**src/rtl/stack_ctrl_pkg.sv**
```systemverilog
// Shared definitions for the stack controller: op encodings, stack geometry,
// FSM state type and modular offset helpers.
package stack_ctrl_pkg;

  localparam int STACK_DEPTH = 95;
  localparam int SP_TOP      = 94;
  localparam int STACK_BASE  = 128;
  localparam int PTR_W       = 7;

  typedef enum logic [1:0] {
    OP_PUSH = 2'd0,
    OP_POP  = 2'd1,
    OP_CALL = 2'd2,
    OP_RET  = 2'd3
  } op_e;

  typedef enum logic [2:0] {
    ST_IDLE,
    ST_WR,
    ST_RD,
    ST_RD_WAIT,
    ST_DONE
  } state_e;

  // Offset + 1 wrapping from the last offset back to 0.
  function automatic logic [PTR_W-1:0] wrap_inc(input logic [PTR_W-1:0] v,
                                                 input logic [PTR_W-1:0] last);
    return (v == last) ? '0 : v + PTR_W'(1);
  endfunction

  // Offset - 1 wrapping from 0 to the last offset.
  function automatic logic [PTR_W-1:0] wrap_dec(input logic [PTR_W-1:0] v,
                                                 input logic [PTR_W-1:0] last);
    return (v == '0) ? last : v - PTR_W'(1);
  endfunction

  // PUSH and CALL write memory; POP and RET read it.
  function automatic logic is_write_op(input op_e op);
    return (op == OP_PUSH) || (op == OP_CALL);
  endfunction

endpackage

```
**src/rtl/stack_ctrl_ptr.sv**
```systemverilog
// Modular up/down counter for the stack pointer and the occupancy count.
// dec moves sp down (a byte was pushed), inc moves sp up (a byte was popped).
module stack_ptr #(
  parameter int STACK_DEPTH = 95,
  parameter int SP_TOP      = 94
) (
  input  logic       clk,
  input  logic       rst,
  input  logic       inc,
  input  logic       dec,
  output logic [6:0] sp,
  output logic [6:0] depth,
  output logic       full,
  output logic       empty,
  output logic       almost_full,
  output logic       almost_empty
);
  import stack_ctrl_pkg::*;

  localparam logic [6:0] OFF_LAST  = 7'(STACK_DEPTH - 1);
  localparam logic [6:0] OFF_TOP   = 7'(SP_TOP);
  localparam logic [6:0] DEPTH_MAX = 7'(STACK_DEPTH);
  localparam logic [6:0] ONE       = 7'd1;
  localparam logic [6:0] TWO       = 7'd2;

  // Pointer and depth move together, one byte per cycle.
  always_ff @(posedge clk) begin
    if (rst) begin
      sp    <= OFF_TOP;
      depth <= '0;
    end else if (dec && !inc) begin
      sp    <= wrap_dec(sp, OFF_LAST);
      depth <= depth + ONE;
    end else if (inc && !dec) begin
      sp    <= wrap_inc(sp, OFF_LAST);
      depth <= depth - ONE;
    end
  end

  // Occupancy thresholds used for rejecting one- and two-byte ops.
  always_comb begin
    full         = (depth == DEPTH_MAX);
    empty        = (depth == '0);
    almost_full  = (depth > (DEPTH_MAX - TWO));
    almost_empty = (depth < TWO);
  end

endmodule

```
**src/rtl/stack_ctrl.sv**
```systemverilog
// Stack controller: runs PUSH/POP/CALL/RET against the stack window, drives
// the offset to the address generator, aligns write strobes with its
// registered address and captures read data after the two-cycle read path.
module stack_ctrl #(
  parameter int STACK_DEPTH = 95,
  parameter int SP_TOP      = 94,
  parameter int DATA_W      = 8
) (
  input  logic              clk,
  input  logic              rst,
  input  logic              op_valid,
  output logic              op_ready,
  input  logic [1:0]        op_code,
  input  logic [DATA_W-1:0] wr_data,
  input  logic [DATA_W-1:0] call_pc,
  input  logic [3:0]        call_flags,
  output logic [7:0]        stk_off,
  output logic              mem_we,
  output logic [DATA_W-1:0] mem_wdata,
  input  logic [DATA_W-1:0] mem_rdata,
  output logic [DATA_W-1:0] pop_data,
  output logic [DATA_W-1:0] ret_pc,
  output logic [3:0]        ret_flags,
  output logic              done,
  output logic              err,
  output logic [6:0]        depth
);
  import stack_ctrl_pkg::*;

  localparam logic [6:0] OFF_LAST = 7'(STACK_DEPTH - 1);
  localparam logic [6:0] OFF_TOP  = 7'(SP_TOP);

  state_e            state, next_state;
  op_e               op_in, op_q;
  logic [DATA_W-1:0] wr_q, pc_q, wbyte;
  logic [3:0]        flags_q;
  logic              err_q, byte_sel, last_byte;
  logic              accept, reject;
  logic              ptr_inc, ptr_dec;
  logic              full, empty, almost_full, almost_empty;
  logic [6:0]        sp, off_hold, cur_off;
  logic [1:0]        rd_vld, rd_sel;

  assign op_in = op_e'(op_code);

  stack_ptr #(
    .STACK_DEPTH (STACK_DEPTH),
    .SP_TOP      (SP_TOP)
  ) u_ptr (
    .clk          (clk),
    .rst          (rst),
    .inc          (ptr_inc),
    .dec          (ptr_dec),
    .sp           (sp),
    .depth        (depth),
    .full         (full),
    .empty        (empty),
    .almost_full  (almost_full),
    .almost_empty (almost_empty)
  );

  // Decide whether the incoming op would overflow or underflow the stack.
  always_comb begin
    reject = 1'b0;
    case (op_in)
      OP_PUSH: reject = full;
      OP_POP:  reject = empty;
      OP_CALL: reject = almost_full;
      OP_RET:  reject = almost_empty;
      default: reject = 1'b0;
    endcase
  end

  // Single-byte ops finish after their first byte, CALL/RET after the second.
  always_comb begin
    last_byte = (op_q == OP_PUSH) || (op_q == OP_POP) || byte_sel;
    if (op_q == OP_PUSH)
      wbyte = wr_q;
    else if (byte_sel)
      wbyte = {{(DATA_W-4){1'b0}}, flags_q};
    else
      wbyte = pc_q;
  end

  // FSM state register.
  always_ff @(posedge clk) begin
    if (rst)
      state <= ST_IDLE;
    else
      state <= next_state;
  end

  // Next state, handshake, pointer moves and the presented offset.
  always_comb begin
    next_state = state;
    op_ready   = 1'b0;
    done       = 1'b0;
    err        = 1'b0;
    accept     = 1'b0;
    ptr_inc    = 1'b0;
    ptr_dec    = 1'b0;
    cur_off    = off_hold;
    case (state)
      ST_IDLE: begin
        op_ready = 1'b1;
        if (op_valid) begin
          accept = 1'b1;
          if (reject)
            next_state = ST_DONE;
          else if (is_write_op(op_in))
            next_state = ST_WR;
          else
            next_state = ST_RD;
        end
      end
      ST_WR: begin
        ptr_dec = 1'b1;
        cur_off = sp;
        if (last_byte)
          next_state = ST_DONE;
      end
      ST_RD: begin
        ptr_inc = 1'b1;
        cur_off = wrap_inc(sp, OFF_LAST);
        if (last_byte)
          next_state = ST_RD_WAIT;
      end
      ST_RD_WAIT: begin
        if (rd_vld[1] && !rd_vld[0])
          next_state = ST_DONE;
      end
      ST_DONE: begin
        done       = 1'b1;
        err        = err_q;
        next_state = ST_IDLE;
      end
      default: next_state = ST_IDLE;
    endcase
  end

  assign stk_off = {1'b0, cur_off};

  // Operand latch, write alignment one cycle behind the offset, and the
  // read-capture pipeline that tracks each read through generator and RAM.
  always_ff @(posedge clk) begin
    if (rst) begin
      op_q      <= OP_PUSH;
      wr_q      <= '0;
      pc_q      <= '0;
      flags_q   <= '0;
      err_q     <= 1'b0;
      byte_sel  <= 1'b0;
      off_hold  <= OFF_TOP;
      mem_we    <= 1'b0;
      mem_wdata <= '0;
      rd_vld    <= '0;
      rd_sel    <= '0;
      pop_data  <= '0;
      ret_pc    <= '0;
      ret_flags <= '0;
    end else begin
      if (accept) begin
        op_q     <= op_in;
        wr_q     <= wr_data;
        pc_q     <= call_pc;
        flags_q  <= call_flags;
        err_q    <= reject;
        byte_sel <= 1'b0;
      end
      if ((state == ST_WR) || (state == ST_RD)) begin
        byte_sel <= 1'b1;
        off_hold <= cur_off;
      end
      mem_we <= (state == ST_WR);
      if (state == ST_WR)
        mem_wdata <= wbyte;
      rd_vld <= {rd_vld[0], (state == ST_RD)};
      rd_sel <= {rd_sel[0], byte_sel};
      if (rd_vld[1]) begin
        if (op_q == OP_POP)
          pop_data <= mem_rdata;
        else if (!rd_sel[1])
          ret_flags <= mem_rdata[3:0];
        else
          ret_pc <= mem_rdata;
      end
    end
  end

endmodule

```
**config.mk**
```make
export PLATFORM = sky130hd
export DESIGN_NAME = stack_ctrl
export DESIGN_NICKNAME = d
export VERILOG_FILES = /design/src/rtl/stack_ctrl_pkg.sv /design/src/rtl/stack_ctrl_ptr.sv /design/src/rtl/stack_ctrl.sv
export SDC_FILE = /design/constraint.sdc
export NUM_CORES = 1
export LEC_CHECK = 0
export BUFFER_PORTS_ARGS = -buffer_cell sky130_fd_sc_hd__buf_2
export CAP_MARGIN = 15
export CORE_ASPECT_RATIO = 1.5
export CORE_UTILIZATION = 30
export CTS_CLUSTER_DIAMETER = 30
export DETAILED_ROUTE_END_ITERATION = 12
export GPL_ROUTABILITY_DRIVEN = 0
export MAX_ROUTING_LAYER = met4
export PLACE_DENSITY_LB_ADDON = 0.05
export RECOVER_POWER = 100
export SYNTH_ARGS = -nofsm -noshare
export SYNTH_HDL_FRONTEND = slang
export SYNTH_HIERARCHICAL = 1
export SYNTH_SLANG_ARGS = --single-unit
```
**constraint.sdc**
```tcl
create_clock -name clk -period 3.15 [get_ports clk]
set_clock_uncertainty 0.1 [all_clocks]
set_input_delay 0.4725 -clock clk [delete_from_list [all_inputs] [get_ports clk]]
set_output_delay 0.4725 -clock clk [all_outputs]
set_load 0.1 [all_outputs]
```
# After elaboration in Yosys (flattened, before gate mapping)
# Cells that the tools add are included.
[classes] n_lt_le_gt_ge=2 n_bitwise=2 muxes=26 reduce_logical=21 eq_ne=14 add_sub_neg=4
[op_table] operator="$mux W7" count=6
[op_table] operator="$mux W8" count=2
[op_table] operator="$mux W3" count=5
[op_table] operator="$add A7 B1 Y7 const B" count=2
[op_table] operator="$eq A7 B7 Y1 const B" count=2
[op_table] operator="$logic_not A7 Y1" count=2
[op_table] operator="$pmux W7 S2" count=1
[op_table] operator="$sub A7 B1 Y7 const B" count=2
[op_table] operator="$pmux W3 S4" count=1
[op_table] operator="$mux W1" count=9
[op_table] operator="$ne A2 B2 Y1 const B" count=4
[op_table] operator="$gt A7 B7 Y1 const B" count=1
[op_table] operator="$lt A7 B2 Y1 const B" count=1
[op_table] operator="$eq A3 B2 Y1 const B" count=2
[op_table] operator="$reduce_and A3 Y1" count=2
[op_table] operator="$eq A2 B1 Y1 const B" count=2
[op_table] operator="$eq A2 B2 Y1 const B" count=2
[op_table] operator="$logic_not A2 Y1" count=2
[op_table] operator="$logic_or A1 B1 Y1" count=4
[op_table] operator="$pmux W1 S4" count=1
[op_table] operator="$reduce_and A4 Y1" count=1
[op_table] operator="$reduce_bool A2 Y1" count=2
[op_table] operator="$eq A3 B1 Y1 const B" count=1
[op_table] operator="$eq A3 B3 Y1 const B" count=1
[op_table] operator="6 further kinds" count=11
[word_totals] regBits=81 in_bits=33 output_inout_bits=47 word_cells=86

# Logic depth before layout (Yosys ltp)
[logic_depth] word_depth=6 depth_mapped=11 depth_no_buf=10

# Modules after synthesis
# The synthesis kept the hierarchy.
[by_module_without_submodules] module="stack_ctrl" seq_area_each_um2=1341.3 cells_each=348 instances=1 area_per_inst_um2=2985.4
[by_module_without_submodules] module="stack_ptr" seq_area_each_um2=280.3 cells_each=154 instances=1 area_per_inst_um2=1234.9

# Least setup slack after synthesis
# Ideal clock, no wire load.
[synth_path] path_kind="register -> output" start="register state[1]" end="output op_ready" setup_slack_ns=-0.121 required_ns=2.577 path_buffers=2 path_stages_with_launch=4 t_arrival_ns=2.699 path_cell_list="dfxtp_1 -> buf_4 -> buf_4 -> nor3_1"
[synth_between] elab_chain_cells=2
[synth_rtl] item="start, declared" line_no="stack_ctrl.sv:33" rtl="state_e state, next_state;"
[synth_rtl] item="start signal, assigned" line_no="stack_ctrl.sv:90" rtl="state <= next_state;"
[synth_rtl] item="$logic_not A3 Y1" line_no="stack_ctrl.sv:103" rtl="case (state)"
[synth_rtl] item="$mux W1" line_no="stack_ctrl.sv:103"
[synth_rtl] item="end, declared" line_no="stack_ctrl.sv:12" rtl="output logic op_ready,"
# Every way passes these cells.

# Worst setup path after layout
[layout_path] start="register u_ptr.sp[0]" end="output stk_off[5]"
[layout_between] elab_chain_cells=3 elab_cells_between_ends=4 classes_between="add/sub (1); eq/ne (1); mux (2)"
[layout_rtl] item="start, declared" line_no="stack_ctrl_ptr.sv:11" rtl="output logic [6:0] sp,"
[layout_rtl] item="start signal, assigned" line_no="stack_ctrl_ptr.sv:32" rtl="sp <= wrap_dec(sp, OFF_LAST);"
[layout_rtl] item="start signal, assigned" line_no="stack_ctrl_ptr.sv:35" rtl="sp <= wrap_inc(sp, OFF_LAST);"
[layout_rtl] item="$add A7 B1 Y7 or $eq A7 B7 Y1 (tied branches)" line_no="stack_ctrl_pkg.sv:28" rtl="return (v == last) ? '0 : v + PTR_W'(1);"
[layout_rtl] item="$mux W7 *" line_no="stack_ctrl_pkg.sv:28"
[layout_rtl] item="$pmux W7 S2 *" line_no="stack_ctrl.sv:103"
[layout_rtl] item="end, declared" line_no="stack_ctrl.sv:17" rtl="output logic [7:0] stk_off,"
# Mark *: on every way between the ends. The rest lies on a longest branch, timed or not.

==> impl_metrics.toml <==
[outcome]
status = "finished with violations"
violations = "capacitance limit, slew limit"

[sta]
max_freq_mhz = 345
slew_headroom_pct = -42.3
finalCritPeriodShare_pct = 91.9
whs_ps = 270
rsz0062_at_grt = "no"
finalWorstSetupSlack_ps = 255
period_needed_ps = 2900
hold_violations = 0
worst_pin_slew_ps = 2130
drv_slew = 49
setup_tns_ps = 0
setup_viol = 0

[yosys]
synth_area_leaders = "dfxtp_1 38%, nand2_1 7.3%, mux2i_1 5.2%"
avgSynthCellArea_um2 = 8.41
ys_warn_count = 6
yosysUniqueCellTypes = 77
ys.flop_type = "dfxtp_1"
ys_ff_latch = 81
async_flop_share_pct = 0
synth_largest_area_cell = "dfxtp_1"
ys_seq_area_share_pct = 38.4
synth_enable_flop_cells = 0
synth_top_area_share_pct = 38.4
syn-num-nets = 549
synth_area_um2 = 4220
syn_inst = 502

[floorplan]
dieArea_um2 = 14600
die_h_um = 147
fp.dieW_um = 98.8
rows = 52
start_util_pct = 31.0
io_pins = 80
core-area_um2 = 13600

[route]
drcViolationCount = 0
drt_first_pass_iters = 4
vias = 3839
wl_per_cell_um = 15.5
route.antenna.remaining_nets = 0
drt_iter0_drc = 181
wirelength_mm = 11.5
viasPerCell = 5.18

[power_and_ir_drop]
power_frac_seq_pct = 25.1
power_mw = 5.88
combPwrFrac_pct = 55.0
power.density_nw_per_um2 = 1180
p_int_mw = 2.87
ir_drop_mv = 0.737
p_sw_share_pct = 51.2
power_frac_clock_pct = 19.8
cellLeakagePower_nw = 1.96
switching_power_mw = 3.01

[clocking]
cts_tree = "yes"
clkSlewWorstSetupHoldPaths_ps = 60
htreeDepth = 3
cts_hold_buf = 0
cts_setup_buffers = 0
cts-root-buf = "clkbuf_16"
cts.sinks = 81
cts_buffers = 9
cts_max_path_buffers = 2
cts-resized-gates = 0
clk_latency_ps = 330

[critical_path]
arrival_ps = 2320
crit_fanout = 14
cp-end-kind = "output pin"
worstSetupPathType = "reg2out"
startpoint_type = "flip-flop"
required_ps = 2580

[place]
place_ws_ps = 260
portBuffers = 78
placed_area_um2 = 4750
dpl.hpwl_mm = 8.19

[final_layout]
final_nets = 621
drive_gt1_share_pct = 15.4
final_cell_area_um2 = 5000
diodes = 0
syn2layout_area_growth_pct = 18.6

[min_path]
hold_class = "in2reg"

[global_routing]
grt_pass1_vias = 3683
grt_pass1_wl_mm = 18.7
grt_antenna_before_repair = 0
grt_use_total_pct = 16.7
grt_overflow = 0
grt_max_degree = 49

[flow_run]
max_cap_violations = 1
-- path summary, 6_finish.rpt --
path	from	end	slack [ps]	depth (start not counted)
min	call_flags[0]	flags_q[0]	270	3
max reg2reg	state[2]	u_ptr/depth[6]	380	10
max	u_ptr/sp[0]	stk_off[5]	250	7
min reg2reg	rd_sel[0]	rd_sel[1]	340	1
-- cell families after synthesis --
family / after synthesis / share of synthesized area [%]
AOI/OAI and AO/OA: 121 / 19.1
xor gates and xnor gates: 3 / 0.623
adders and majority gates: 14 / 4.33
buffers and inverters: 46 / 5.63
DFF: 81 / 38.4
muxes: 23 / 5.48
other: 1 / 0.0889
and+or+nand+nor: 213 / 26.3
-- critical path: stages, from the launching register on --
cell	delay, ps
dfxtp_1	630
inv_1	120
ha_1	240
nand3b_1	180
o21ai_2	100
a21o_1	180
nand2_1	70
clkbuf_2	450
-- metrics by stage --
step,cells,utilization [%]
detailed placement,725,34.9
global placement,725,34.9
global route,741,36.8
floorplan,502,-
finish,741,36.8
CTS,741,37.3
-- flip-flops by register name, indices dropped and copies added (netlist names), 7 cells and up --
| register | cells |
|---|---|
| mem_wdata | 8 |
| u_ptr/sp | 7 |
| u_ptr/depth | 7 |
| wr_q | 8 |
| ret_pc | 8 |
| pc_q | 8 |
| pop_data | 8 |
| off_hold | 7 |
-- cell usage in the layout, fill, tap and decap left out, drive strengths merged, types with 2 or more instances in the layout --
cell type and instances:
xor2 2, nor4 4, o31ai 2, or2 4
nor4bb 2, dfxtp 81, a31oi 4, o22ai 4
o21bai 2, a21boi 2, clkbuf 59, a211oi 10
bufinv 2, inv 15, nand2 82, and3 3
o2111ai 2, mux2i 22, and2 5, nor3b 7
or3 3, nor2 40, o21ai 19, nor4b 3
a22oi 6, nand2b 2, o211ai 7, a21o 3
nor3 13, a21oi 42, o211a 3, a22o 4
nor2b 12, or4 2, nand4 4, nand3b 7
ha 13, nand3 15, buf 46
-- area by class of cell --
type	instances	area, µm²
Fill cell	1425	8590
Multi-Input combinational cell	375	2350
Sequential cell	81	1620
Timing Repair Buffer	94	452
Clock buffer	11	243
Tap cell	162	203
Clock inverter	5	86.3
Inverter	13	48.8
-- Yosys cell counts (all sizes together) (4+ instances only) --
library cell,n
a31oi,4
a22o,4
nand3b,7
nand4,4
a211oi,10
nor2b,12
ha,13
buf,22
o21ai,19
clkbuf,11
nor3,13
nand3,15
or2,4
nor3b,7
nand2,82
mux2i,22
dfxtp,81
a22oi,6
a21oi,42
o211ai,7
and2,5
o22ai,4
nor4,4
inv,13
nor2,40
-- power by group through the flow --
| stage | combinational (mW) | sequential (mW) | clock, mW |
|---|---|---|---|
| 5_1_grt | 3.51 | 1.51 | 1.25 |
| 3_5_place_dp | 3.31 | 1.50 | 0 |
| 6_report | 3.24 | 1.48 | 1.17 |
| 3_3_place_gp | 3.30 | 1.50 | 0 |
| 4_1_cts | 3.32 | 1.48 | 1.21 |
| 2_1_floorplan | 2.34 | 1.82 | 0 |
-- routing by layer --
metal  up-vias  share of wire [%]  wire length (µm)  GRT usage [%]
li1       1925                  -                 -              -
met1      1818                 43              4960           18.8
met2        82                 52              5940           29.4
met3        14                3.4               394           2.71
met4         0                1.7               198           6.49
met5         -                  0                 0              -
Note: power is estimated with default switching activity, not from simulation.
